**config.mk**
```make
export PLATFORM = sky130hd
export DESIGN_NAME = mem_access_unit
export DESIGN_NICKNAME = d
export VERILOG_FILES = /design/src/rtl/mem_access_unit_pkg.sv /design/src/rtl/mau_lane_align.sv /design/src/rtl/mem_access_unit.sv
export SDC_FILE = /design/constraint.sdc
export NUM_CORES = 1
export LEC_CHECK = 0
export ABC_AREA = 1
export CAP_MARGIN = 20
export CORE_ASPECT_RATIO = 1.2
export CORE_MARGIN = 3
export CORE_UTILIZATION = 48
export DETAILED_ROUTE_END_ITERATION = 10
export PLACE_DENSITY = 0.81
export SLEW_MARGIN = 20
export SYNTH_ARGS = -nofsm -noshare
export SYNTH_HDL_FRONTEND = slang
export SYNTH_SLANG_ARGS = --single-unit
```
**constraint.sdc**
```tcl
create_clock -name clk -period 5.9 [get_ports clk]
set_clock_uncertainty 0.15 [all_clocks]
set_input_delay 1.18 -clock clk [delete_from_list [all_inputs] [get_ports clk]]
set_output_delay 1.18 -clock clk [all_outputs]
set_load 0.1 [all_outputs]
```
**src/rtl/mem_access_unit_pkg.sv**
```systemverilog
// Shared definitions for the memory access unit: size codes, FSM states and
// the helper that turns a size code into a byte count.
package mem_access_unit_pkg;

  localparam logic [1:0] SIZE_BYTE   = 2'b00;
  localparam logic [1:0] SIZE_HALF   = 2'b01;
  localparam logic [1:0] SIZE_WORD   = 2'b10;
  localparam logic [1:0] SIZE_DOUBLE = 2'b11;

  typedef enum logic [1:0] {
    IDLE  = 2'd0,
    BEAT0 = 2'd1,
    BEAT1 = 2'd2,
    FIN   = 2'd3
  } mau_state_t;

  function automatic logic [3:0] size_to_nbytes(input logic [1:0] size);
    return 4'd1 << size;
  endfunction

endpackage

```
**src/rtl/mau_lane_align.sv**
```systemverilog
// Combinational lane steering for mem_access_unit: store rotation, byte-enable
// generation across two words, and load gather / mask / extension.
module mau_lane_align
  import mem_access_unit_pkg::*;
#(
  parameter  int DATA_W = 32,
  localparam int BE_W   = DATA_W / 8,
  localparam int OFF_W  = $clog2(BE_W)
) (
  input  logic [OFF_W-1:0]  offset,
  input  logic [3:0]        nbytes,
  input  logic              sign_ext,
  input  logic [DATA_W-1:0] wdata,
  input  logic [DATA_W-1:0] lo_word,
  input  logic [DATA_W-1:0] hi_word,
  output logic [DATA_W-1:0] wdata_rot,
  output logic [BE_W-1:0]   be_lo,
  output logic [BE_W-1:0]   be_hi,
  output logic [DATA_W-1:0] load_data
);

  localparam logic [2*BE_W-1:0] BE_ONE = 1;

  logic [2*BE_W-1:0] be_full;
  logic [DATA_W-1:0] gathered;
  logic [DATA_W-1:0] mask;
  logic              sign_bit;
  logic [OFF_W-1:0]  src;
  logic [OFF_W:0]    pos;

  // Byte enables are computed over two adjacent words; the upper half is the
  // lane set of the second beat of a split access.
  always_comb begin
    be_full = (BE_ONE << nbytes) - BE_ONE;
    be_full = be_full << offset;
    be_lo   = be_full[BE_W-1:0];
    be_hi   = be_full[2*BE_W-1:BE_W];
  end

  always_comb begin
    wdata_rot = '0;
    gathered  = '0;
    mask      = '0;
    sign_bit  = 1'b0;
    src       = '0;
    pos       = '0;
    for (int i = 0; i < BE_W; i++) begin
      src = OFF_W'(i) - offset;
      wdata_rot[8*i +: 8] = wdata[8*src +: 8];
      // Result byte i comes from byte i+offset of the {hi,lo} word pair.
      pos = (OFF_W+1)'(i) + {1'b0, offset};
      gathered[8*i +: 8] = pos[OFF_W] ? hi_word[8*pos[OFF_W-1:0] +: 8]
                                      : lo_word[8*pos[OFF_W-1:0] +: 8];
      mask[8*i +: 8] = (4'(i) < nbytes) ? 8'hFF : 8'h00;
      if (4'(i + 1) == nbytes) sign_bit = gathered[8*i + 7];
    end
    load_data = (gathered & mask) | ((sign_ext && sign_bit) ? ~mask : '0);
  end

endmodule

```
**src/rtl/mem_access_unit.sv**
```systemverilog
// Byte/half/word/double load-store unit in front of a word-wide memory port.
// Define MAU_MISALIGN_EN to split word-crossing accesses into two beats.
module mem_access_unit
  import mem_access_unit_pkg::*;
#(
  parameter  int DATA_W = 32,
  parameter  int ADDR_W = 32,
  localparam int BE_W   = DATA_W / 8
) (
  input  logic              clk,
  input  logic              reset,
  input  logic              start,
  input  logic              is_store,
  input  logic [1:0]        size,
  input  logic              sign_ext,
  input  logic [ADDR_W-1:0] addr,
  input  logic [DATA_W-1:0] wdata,
  output logic              busy,
  output logic              done,
  output logic              err,
  output logic [DATA_W-1:0] rdata,
  output logic              mem_req,
  output logic              mem_we,
  output logic [ADDR_W-1:0] mem_addr,
  output logic [BE_W-1:0]   mem_be,
  output logic [DATA_W-1:0] mem_wdata,
  input  logic [DATA_W-1:0] mem_rdata,
  input  logic              mem_ack
);

  localparam int OFF_W = $clog2(BE_W);
`ifdef MAU_MISALIGN_EN
  localparam bit SPLIT_EN = 1'b1;
`else
  localparam bit SPLIT_EN = 1'b0;
`endif

  mau_state_t state, state_next;

  logic              store_q;
  logic [1:0]        size_q;
  logic              sign_q;
  logic [ADDR_W-1:0] addr_q;
  logic [DATA_W-1:0] wdata_q;
  logic              err_q;
  logic [DATA_W-1:0] lo_q;
  logic [DATA_W-1:0] hi_q;

  logic [3:0]        in_nbytes;
  logic              in_misaligned;
  logic              in_illegal;
  logic [ADDR_W-1:0] word_addr;
  logic [DATA_W-1:0] wdata_rot;
  logic [BE_W-1:0]   be_lo;
  logic [BE_W-1:0]   be_hi;
  logic [DATA_W-1:0] load_data;
  logic              crossing;

  // Legality is judged on the raw inputs so an illegal access never reaches BEAT0.
  always_comb begin
    in_nbytes     = size_to_nbytes(size);
    in_misaligned = |(addr[OFF_W-1:0] & OFF_W'(in_nbytes - 4'd1));
    in_illegal    = ((size == SIZE_DOUBLE) && (DATA_W == 32)) ||
                    (!SPLIT_EN && in_misaligned);
  end

  assign word_addr = {addr_q[ADDR_W-1:OFF_W], {OFF_W{1'b0}}};
  assign crossing  = |be_hi;

  mau_lane_align #(.DATA_W(DATA_W)) u_align (
    .offset   (addr_q[OFF_W-1:0]),
    .nbytes   (size_to_nbytes(size_q)),
    .sign_ext (sign_q),
    .wdata    (wdata_q),
    .lo_word  (lo_q),
    .hi_word  (hi_q),
    .wdata_rot(wdata_rot),
    .be_lo    (be_lo),
    .be_hi    (be_hi),
    .load_data(load_data)
  );

  always_ff @(posedge clk or posedge reset) begin
    if (reset) state <= IDLE;
    else       state <= state_next;
  end

  // Memory-side outputs depend only on state and latched fields, so they hold
  // steady through any number of wait states.
  always_comb begin
    state_next = state;
    mem_req    = 1'b0;
    mem_we     = 1'b0;
    mem_addr   = '0;
    mem_be     = '0;
    mem_wdata  = '0;
    case (state)
      IDLE: if (start) state_next = in_illegal ? FIN : BEAT0;
      BEAT0: begin
        mem_req   = 1'b1;
        mem_we    = store_q;
        mem_addr  = word_addr;
        mem_be    = be_lo;
        mem_wdata = wdata_rot;
        if (mem_ack) state_next = (SPLIT_EN && crossing) ? BEAT1 : FIN;
      end
`ifdef MAU_MISALIGN_EN
      BEAT1: begin
        mem_req   = 1'b1;
        mem_we    = store_q;
        mem_addr  = word_addr + ADDR_W'(BE_W);
        mem_be    = be_hi;
        mem_wdata = wdata_rot;
        if (mem_ack) state_next = FIN;
      end
`endif
      FIN:     state_next = IDLE;
      default: state_next = IDLE;
    endcase
  end

  always_ff @(posedge clk or posedge reset) begin
    if (reset) begin
      busy    <= 1'b0;
      done    <= 1'b0;
      err     <= 1'b0;
      rdata   <= '0;
      store_q <= 1'b0;
      size_q  <= '0;
      sign_q  <= 1'b0;
      addr_q  <= '0;
      wdata_q <= '0;
      err_q   <= 1'b0;
      lo_q    <= '0;
      hi_q    <= '0;
    end else begin
      done <= 1'b0;
      err  <= 1'b0;
      case (state)
        IDLE: if (start) begin
          busy    <= 1'b1;
          store_q <= is_store;
          size_q  <= size;
          sign_q  <= sign_ext;
          addr_q  <= addr;
          wdata_q <= wdata;
          err_q   <= in_illegal;
        end
        BEAT0: if (mem_ack) lo_q <= mem_rdata;
`ifdef MAU_MISALIGN_EN
        BEAT1: if (mem_ack) hi_q <= mem_rdata;
`endif
        FIN: begin
          busy <= 1'b0;
          done <= 1'b1;
          err  <= err_q;
          if (!err_q && !store_q) rdata <= load_data;
        end
        default: ;
      endcase
    end
  end

endmodule
```
## Word-level counts from Yosys, hierarchy flattened

Cells that the tools add are included.
W data, S select, Z words.

- Output and inout bits: 105
- Logic and storage cells: 91
- Bits in registers: 138

- Equal/unequal tests: 9
- Add/sub/neg operators: 9
- Shifts and indexed selects: 15
- Muxes and demuxes: 25
- Bitwise gates (word level): 4
- Reduce and logical (&&, ||, !) cells: 13
- $lt $le $gt $ge: 4

Operators by type and width:

| cell | count |
|---|---|
| $shiftx A32 B6 Y8 | 11 |
| $mux W32 | 3 |
| $mux W8 | 7 |
| $and A32 B32 Y32 | 1 |
| $not A32 Y32 | 1 |
| $or A32 B32 Y32 | 1 |
| $reduce_and A2 Y1 | 5 |
| $mux W1 | 9 |
| $eq A2 B4 Y1 const A | 2 |
| $lt A1 B4 Y1 const A | 2 |
| $lt A2 B4 Y1 const A | 2 |
| $shl A1 B4 Y8 const A | 1 |
| $shl A8 B2 Y4 | 1 |
| $sub A8 B1 Y8 const B | 1 |
| $add A2 B2 Y3 const A | 2 |
| $mux W2 | 3 |
| $eq A1 B4 Y1 const A | 1 |
| $eq A2 B2 Y1 const B | 2 |
| $eq A3 B4 Y1 const A | 1 |
| $mux W4 | 1 |
| $ne A2 B2 Y1 const B | 2 |
| $pmux W2 S2 | 1 |
| $shl A1 B2 Y4 const A | 1 |
| $sub A1 B2 Y2 const A | 2 |
| 13 further kinds | 16 |

## Logic depth before layout (Yosys ltp)

Gate-level depths: netlist of run 1.

- Word-level depth: 9
- Depth in mapped cells: 14
- Mapped depth without buffers: 10

## Modules after synthesis

From an unflattened synthesis of run 1, not the netlist that was laid out.

- Cells, all modules: 1281
- Area, all modules: 8780.9 µm²

Modules (own cells, without submodules):

| module | area an instance (µm²) | instances | sequential area each (µm²) | cells an instance |
|---|---|---|---|---|
| mem_access_unit | 5858.1 | 1 | 3453.3 | 715 |
| mau_lane_align | 2922.8 | 1 | 0.0 | 566 |

## Worst setup path before layout of run 1

No wires, ideal clock.

- Path kind: flip-flop to output port
- Start: register addr_q[0]
- End: output port mem_be[2]
- Arrival: 3.218 ns
- Cell stages (with the launch flop): 7
- Path slack: 1.352 ns
- Cells stage by stage: dfrtp_1 -> buf_6 -> inv_4 -> buf_2 -> buf_2 -> nor2_1 -> a211oi_1

- Word-level cells in the longest chain between the ends: 2

RTL lines:

| element | line | source |
|---|---|---|
| start, declared | mem_access_unit.sv:43 | `logic [ADDR_W-1:0] addr_q;` |
| start signal, assigned | mem_access_unit.sv:145 | `addr_q <= addr;` |
| $shl A8 B2 Y4 | mau_lane_align.sv:35 | `be_full = be_full << offset;` |
| $mux W4 | mem_access_unit.sv:97 | `case (state)` |
| end, declared | mem_access_unit.sv:25 | `output logic [BE_W-1:0] mem_be,` |

No other way between the ends.

## Worst setup path in the final report of run 1

- Start: register addr_q[1]
- End: output port mem_wdata[1]

- Word-level cells in the longest chain between the ends: 3

RTL lines:

| element | line | source |
|---|---|---|
| $sub A1 B2 Y2 | mau_lane_align.sv:48 | `src = OFF_W'(i) - offset;` |
| $shiftx A32 B6 Y8 | mau_lane_align.sv:49 | `wdata_rot[8*i +: 8] = wdata[8*src +: 8];` |
| $mux W32 | mem_access_unit.sv:97 |  |
| end, declared | mem_access_unit.sv:26 | `output logic [DATA_W-1:0] mem_wdata,` |

No other way between the ends.

==> results of run 1 <==
[layout make-up]
| class | count | area (um2) | area share [%] |
|---|---|---|---|
| Tap cell | 175 | 219.0 | 2.286 |
| Inverter | 86 | 330.3 | 3.448 |
| Multi-Input combinational cell | 707 | 3027 | 31.60 |
| Timing Repair Buffer | 215 | 2007 | 20.95 |
| Clock inverter | 3 | 40.04 | 0.4180 |
| Clock buffer | 24 | 501.7 | 5.238 |
| Sequential cell | 138 | 3455 | 36.06 |
[metal layers]
metal  global-route usage [%]  wire [um]  vias up
li1                         -          -     3419
met1                    30.51       7624     3152
met2                    40.04       9662      230
met3                    7.420       1432       49
met4                    9.601        641        0
met5                        0          0        -
[logic make-up after synthesis]
| logic type | count (synthesis) | share of synthesized area, % |
|---|---|---|
| compound gates | 162 | 12.00 |
| other cells | 1 | 0.05289 |
| simple gates | 541 | 30.07 |
| flops | 138 | 48.70 |
| fa+ha+maj | 2 | 0.3529 |
| buf+inv | 147 | 8.823 |
[stage by stage]
| step | worst slack (ps) | util [%] | std cells | hold WS, ps | instance area (um2) |
|---|---|---|---|---|---|
| finish | 1135 | 66.46 | 1348 | 328.6 | 9579 |
| global route | 797.5 | 66.46 | 1348 | 366.7 | 9579 |
| CTS | 1082 | 66.42 | 1348 | 337.7 | 9574 |
| detailed placement | 1533 | 62.66 | 1321 | 323.3 | 9032 |
| global placement | 1559 | 62.66 | 1321 | 315.3 | 9032 |
| floorplan | 873.8 | - | 992 | 312.7 | 7094 |
[placed cells by master (no fill, tap or decap), types with 2 or more instances in the layout]
cell type                           n
sky130_fd_sc_hd__a21oi_1            8
sky130_fd_sc_hd__a31oi_1            8
sky130_fd_sc_hd__buf_4             58
sky130_fd_sc_hd__clkbuf_1           2
sky130_fd_sc_hd__clkbuf_16         17
sky130_fd_sc_hd__clkbuf_8           5
sky130_fd_sc_hd__clkdlybuf4s50_1  157
sky130_fd_sc_hd__clkinv_2           2
sky130_fd_sc_hd__conb_1             2
sky130_fd_sc_hd__dfrtp_1          137
sky130_fd_sc_hd__ha_1               2
sky130_fd_sc_hd__inv_1             79
sky130_fd_sc_hd__inv_2              4
sky130_fd_sc_hd__nand2_1          332
sky130_fd_sc_hd__nand3_1           30
sky130_fd_sc_hd__nand3_2            3
sky130_fd_sc_hd__nor2_1           165
sky130_fd_sc_hd__o211ai_1           7
sky130_fd_sc_hd__o21ai_0          133
sky130_fd_sc_hd__o21ai_1            2
sky130_fd_sc_hd__o21ai_2            2
sky130_fd_sc_hd__or2_2              7
[Yosys cell counts]
master | number | area, um2
sky130_fd_sc_hd__buf_4 | 3 | 22.52
sky130_fd_sc_hd__a211oi_1 | 1 | 7.510
sky130_fd_sc_hd__nand3_1 | 30 | 150.1
sky130_fd_sc_hd__a31oi_1 | 8 | 50.05
sky130_fd_sc_hd__nand2_1 | 332 | 1246
sky130_fd_sc_hd__nor2_2 | 1 | 6.260
sky130_fd_sc_hd__conb_1 | 1 | 3.750
sky130_fd_sc_hd__inv_4 | 1 | 6.260
sky130_fd_sc_hd__o21ai_1 | 2 | 10.01
sky130_fd_sc_hd__o211ai_1 | 7 | 52.55
sky130_fd_sc_hd__nor2_8 | 1 | 20.02
sky130_fd_sc_hd__buf_6 | 3 | 33.78
sky130_fd_sc_hd__nand2_2 | 1 | 6.260
sky130_fd_sc_hd__inv_1 | 81 | 304.0
sky130_fd_sc_hd__or2_2 | 7 | 43.79
sky130_fd_sc_hd__a21oi_1 | 8 | 40.04
sky130_fd_sc_hd__o31ai_1 | 1 | 7.510
sky130_fd_sc_hd__inv_2 | 3 | 11.26
sky130_fd_sc_hd__nor3_2 | 1 | 10.01
sky130_fd_sc_hd__clkbuf_1 | 25 | 93.84
sky130_fd_sc_hd__clkinv_1 | 1 | 3.750
sky130_fd_sc_hd__o21ai_0 | 133 | 665.6
sky130_fd_sc_hd__o21ai_2 | 2 | 17.52
sky130_fd_sc_hd__ha_1 | 2 | 25.02
sky130_fd_sc_hd__buf_2 | 30 | 150.1
sky130_fd_sc_hd__dfrtp_1 | 138 | 3453
sky130_fd_sc_hd__nor2_1 | 165 | 619.3
sky130_fd_sc_hd__nand3_2 | 3 | 30.03
[how the worst max path moves through the flow]
| stage | cells after the start | endpoint | slack, ps | start |
|---|---|---|---|---|
| after CTS | 6 | mem_wdata[1] | 1080 | addr_q[1] |
| final | 6 | mem_wdata[1] | 1130 | addr_q[1] |
| after floorplan | 1 | addr_q[0] | 870 | reset |
| after global routing | 6 | mem_wdata[0] | 800 | addr_q[1] |
| after detailed placement | 6 | mem_wdata[1] | 1530 | addr_q[1] |
| after global placement | 6 | mem_wdata[1] | 1560 | addr_q[1] |
[registers in the layout, indices dropped and copies added, names as in the netlist]
signal and count:
lo_q 32, done 1, store_q 1, sign_q 1, err 1, size_q 2, state 2, busy 1
addr_q 32, wdata_q 32, err_q 1, rdata 32
[worst max-delay path, delay by kind of cell (launching register included)]
kind | cells | cell delay [ps]
AOI/OAI and AO/OA | 1 | 170
buffers and inverters | 3 | 1380
DFF | 1 | 800
adders and majority gates | 1 | 520
and+or+nand+nor | 1 | 150
==> impl_summary.md, run 1 <==
CTS
Clock-pin slew was measured on the worst setup and hold paths at around 50 ps. TritonCTS built the clock tree. Buffers inserted to repair hold after CTS numbered 0. The number of clock sinks is about 140. The clock passes through at most 2 buffers. The clock insertion delay at the later pin of the skew report is ~420 ps. The clock root buffer master is sky130_fd_sc_hd__clkbuf_16. Gates resized during post-CTS repair numbered 0. CTS built an H-tree with a depth of 4. The number of clock buffers added by TritonCTS is 17. In this run the post-CTS setup repair buffer count came out at 0.

Global route
The wire length of the first global-routing pass is 31.80 mm. Entering global routing, the biggest net connects 102 pins. Global routing used 24.63% of the available tracks across all layers. The initial antenna violation count came to 0. The sum of overflow across all layers after global routing is 0. The via count of the first global-routing pass is approximately 6,500.

Timing
The share of the clock period used by the worst path after layout is 80.77%. The number of max-slew violations in the final report is 0. The final hold violation count is 0. Based on the critical path, the design can be clocked at up to 0.2098 GHz. Adding up every negative setup slack in the final design gives 0 ps.

The final period demand of the worst path is 4765 ps. Setup violations remaining at the end of the flow were counted as 0. Setup repair after global routing left no endpoint under its margin.

The tightest slew margin relative to the limit is 30.90%. At the pin with the least slew margin, the transition time is between 1000 and 1500 ps.

Route
For this block, the via count after detailed routing is 6,850. The final routed wire length divided by cell count is 14.36 um. The pre-antenna-repair detailed-routing pass consisted of 5 iterations. The remaining routing DRC violations is 0.

The total detailed-routing wirelength is 19.36 mm. The first routing iteration left 333 violations. The post-detailed-route count of antenna-violating nets is 0.

The number of vias per cell after detailed routing is 5.082.

Critical path
In this run the worst path has a maximum fanout of 33. The setup check on the worst reg-to-reg path leaves a slack of ~2500 ps. The nature of the critical path startpoint is a register. The signal arrival time at the worst endpoint is around 3400 ps. Measured in cells, the most critical reg-to-reg path has a length of 10.

The worst setup path category is reg2out. The endpoint type of the worst setup path is an output pin. Walking the worst path, the cells encountered are inv_1 > ha_1 > inv_2 > o21ai_0 > nor2_1 > buf_4. The slowest stage cell on the critical path is sky130_fd_sc_hd__dfrtp_1. STA puts the critical path data required time at 4570 ps. The largest single stage delay on the critical path is ~800 ps.

The startpoint identified for the worst register-to-register timing path is addr_q[1]. The endpoint of the lowest-slack register-to-register path is rdata[30].

Die
The area of the die is 16,270 um2. The die height is 139.1 um. Once the floorplan was initialized, standard cells occupied approximately half of the core. 209 I/O pins were placed. The initialized floorplan defines between 40 and 50 standard-cell rows.

From left edge to right edge, the die measures about 120 um. The core region is approximately 14,000 um2.

Yosys
The total of warnings raised by yosys is 32. After synthesis, flip-flops and latches occupy 48.70% of the total area. The post-synthesis instance total is 991. In this run, distinct cell masters in the synthesized netlist total 28. The post-synthesis cell area is 7091 um2. The average cell area after synthesis is 7.155 um2. After synthesis the netlist holds a flip-flop and latch count of 138.

Placed design
The count of port buffers added during placement is approximately 210. The routability congestion estimate from global placement is 0.8679. The wire-length estimate of the detail-placed layout is 14.04 mm.

Min path
The hold-critical path depth is 2. In this run the worst hold path is classified as reg2reg. The terminating pin of the worst hold path is rdata[4].

The startpoint identified for the worst hold timing path is rdata[4].

Run
Across the run, the number of max-cap violations was 0.

Layout
The proportion of layout cells with a drive suffix above 1 is a little under a tenth. The area growth from synthesis to final layout is 35.10%. The antenna diode count is 0. The final layout contains about 1,300 nets. Fill cells in the final layout number roughly 1,200.

Status
The flow ran to the end, and the final reports show no timing, DRC or antenna violations.
Power of run 1 is not shown: default switching activity piles up to over one toggle a cycle in this logic, so the estimate is an artifact.
==> run 2, diff against run 1 <==
Clock period 5.9 ns to 4.7 ns, I/O delays scaled along.
==> run 2 against run 1 <==
Against the previous run: worst hold slack improved by 4.2 ps; die area did not move; via count is 1.8% higher; non-clock buffer count is the same; critical path type unchanged; critical endpoint unchanged; highest routed layer unchanged.
==> impl_summary.md, run 2 (synthesis results as in run 1) <==
Route
The total detailed-routing wirelength is 20.33 mm (was 19.36 mm). The final routed wire length divided by cell count is 15.03 um (was 14.36 um). The violation count after the first detailed-route iteration is 495 (was 333).

The remaining routing DRC violations is 0 (unchanged). The first-pass iteration count of the detailed router is 6 (was 5). The detailed-route via count is 6,975 (was 6,850). The post-detailed-route count of antenna-violating nets came to 0 (unchanged).

The number of vias per cell after detailed routing is 5.155 (was 5.082).

Global route
The initial antenna violation count is 0 (unchanged). The wire length of the first global-routing pass is 33.33 mm (was 31.80 mm). The sum of overflow across all layers after global routing came to 0 (unchanged). The total global routing track utilization is 25.85% (was 24.63%). The pin count of the biggest net entering global routing was 83 (was 102).

The via count of the first global-routing pass was 6,748 (was 6,517).

Die
The initial core utilization was 49.19% (unchanged). The area of the die is 16,270 um2 (unchanged). The total number of placement rows is 48 (unchanged).

The die height is 139.1 um (unchanged). The area of the placeable core is 14,410 um2 (unchanged). The die span in x was 117.0 um (unchanged).

The top-level port count is 209 (unchanged).

Layout
Leading cell types in the layout, fill and taps excluded: sky130_fd_sc_hd__nand2_1 (332), sky130_fd_sc_hd__nor2_1 (165), sky130_fd_sc_hd__clkdlybuf4s50_1 (138) (was sky130_fd_sc_hd__nand2_1 (332), sky130_fd_sc_hd__nor2_1 (165), sky130_fd_sc_hd__clkdlybuf4s50_1 (157)). The area growth from synthesis to final layout is 43.82% (was 35.10%). The antenna diode count came to 0 (unchanged). The commonest non-fill, non-tap cell in the layout is sky130_fd_sc_hd__nand2_1 (unchanged). The proportion of layout cells with a drive suffix above 1 is 11.21% (was 9.037%). The layout net count is 1,271 (unchanged).

Min path
The class of the worst hold path was reg2reg (unchanged).

CTS
The clock tree from TritonCTS was built (unchanged). The maximum buffer depth of the clock tree came to 2 (unchanged). The CTS buffer count was 17 (unchanged). The cts-stage hold buffer count is 0 (unchanged). The clock insertion delay at the later pin of the skew report is 420 ps (about the same). The clock input transition at the sequential cells of the worst setup and hold paths is 50 ps (about the same).

The number of clock sinks is 138 (unchanged). The clock root buffer master is sky130_fd_sc_hd__clkbuf_16 (unchanged). The total of cells resized after clock tree synthesis is 0 (unchanged). The count of buffers added by post-CTS timing repair for setup is 0 (unchanged). The depth of the CTS H-tree is 4 (unchanged).

Timing
The final hold violation count was 0 (unchanged). The final period demand of the worst path is 4009 ps. Derived from the worst setup path, the maximum achievable clock frequency is 0.2494 GHz. The transition time at the pin with the least slew margin is 1029 ps (was 1033 ps). The number of max-slew violations in the final report is 0 (unchanged). The setup violation total in the final timing report came to 0 (unchanged). Dividing the final minimum period by the clock period gives a little under nine tenths. Setup repair after global routing missed its margin: no (unchanged). The tightest slew margin relative to the limit is 31.19% (was 30.90%). The final setup TNS is 0 ps (unchanged).

Status
Status: complete, no violations (unchanged).

Run
The count of max-cap constraint violations is 0 (unchanged).

Critical path
The signal arrival time at the worst endpoint is 2920 ps (was 3440 ps). The worst setup path category is reg2out (unchanged). The required time reported for the critical path endpoint is 3610 ps (was 4570 ps).

The slowest stage cell on the critical path is sky130_fd_sc_hd__dfrtp_1 (unchanged). The nature of the critical path startpoint is a register (unchanged). The largest fanout of any net on the critical path came to 33 (unchanged).

Crit-path cells: inv_1 > ha_1 > buf_4 > inv_2 > o21ai_0 > nor2_1 > buf_12 (was inv_1 > ha_1 > inv_2 > o21ai_0 > nor2_1 > buf_4). The endpoint type of the worst setup path is an output pin (unchanged). The highest cell delay on the worst timing path was 790 ps (was 800 ps).

Placed design
The routability congestion estimate from global placement is 0.8372 (was 0.8679). The count of port buffers added during placement was 206 (unchanged). The detailed placer's ending HPWL is 14.54 mm (was 14.04 mm).
-- run 2: cell count changes in the layout (fill, tap and decap cells not counted), moves of 2 or more --
cell / before / now
sky130_fd_sc_hd__clkbuf_1: 2 / 0
sky130_fd_sc_hd__buf_12: 0 / 51
sky130_fd_sc_hd__buf_4: 58 / 26
sky130_fd_sc_hd__clkinvlp_4: 0 / 4
sky130_fd_sc_hd__clkinv_2: 2 / 5
sky130_fd_sc_hd__clkinv_4: 0 / 2
sky130_fd_sc_hd__clkdlybuf4s50_1: 157 / 138
-- run 2: layout make-up --
cell class              count  area [um2]
flip-flops and latches    138        3455
multi-input cells         707        3022
fillers                  1131        4217
clock inverters            11       95.09
inverters                  86       329.1
well taps                 175       219.0
clock buffers              21       480.5
repair buffers            215        2597
-- run 2: worst paths after layout --
| kind | end | cells past startpoint | from | slack [ps] |
|---|---|---|---|---|
| min reg2reg | rdata[4] | 2 | rdata[4] | 330 |
| min | rdata[4] | 2 | rdata[4] | 330 |
| min in group asynchronous | wdata_q[27] | 2 | reset | 900 |
| max | mem_wdata[1] | 7 | addr_q[1] | 690 |
| max in group asynchronous | lo_q[12] | 3 | reset | 2570 |
| max reg2reg | rdata[22] | 11 | addr_q[1] | 1820 |
-- run 2: per-layer routing --
layer | vias to the layer above | share of wire, % | GRT usage [%]
met5 | - | 0 | 0
met3 | 39 | 7.2 | 7.639
met4 | 0 | 2.5 | 8.877
li1 | 3421 | - | -
met2 | 246 | 52 | 43.24
met1 | 3269 | 39 | 31.50
-- run 2: per-stage QoR --
stage / util (%) / setup WS (ps) / cell area [um2] / hold slack [ps] / cells
after floorplan: - / 391.6 / 7098 / 312.7 / 992
after global placement: 66.75 / 1221 / 9622 / 312.5 / 1321
after detailed placement: 66.75 / 1132 / 9622 / 315.0 / 1321
after CTS: 70.75 / 669.6 / 10200 / 330.2 / 1353
after global routing: 70.75 / 465.5 / 10200 / 365.4 / 1353
final: 70.75 / 690.7 / 10200 / 332.8 / 1353
-- run 2: worst max-delay path, delay by kind of cell (launching register included) --
| family | cells | cell delay, ps |
|---|---|---|
| buffers and inverters | 4 | 1010 |
| adder cells (fa/ha/maj) | 1 | 300 |
| AND/OR/NAND/NOR | 1 | 220 |
| AO/OA/AOI/OAI | 1 | 170 |
| flip-flops | 1 | 790 |
Power of run 2 is left out for the same reason.
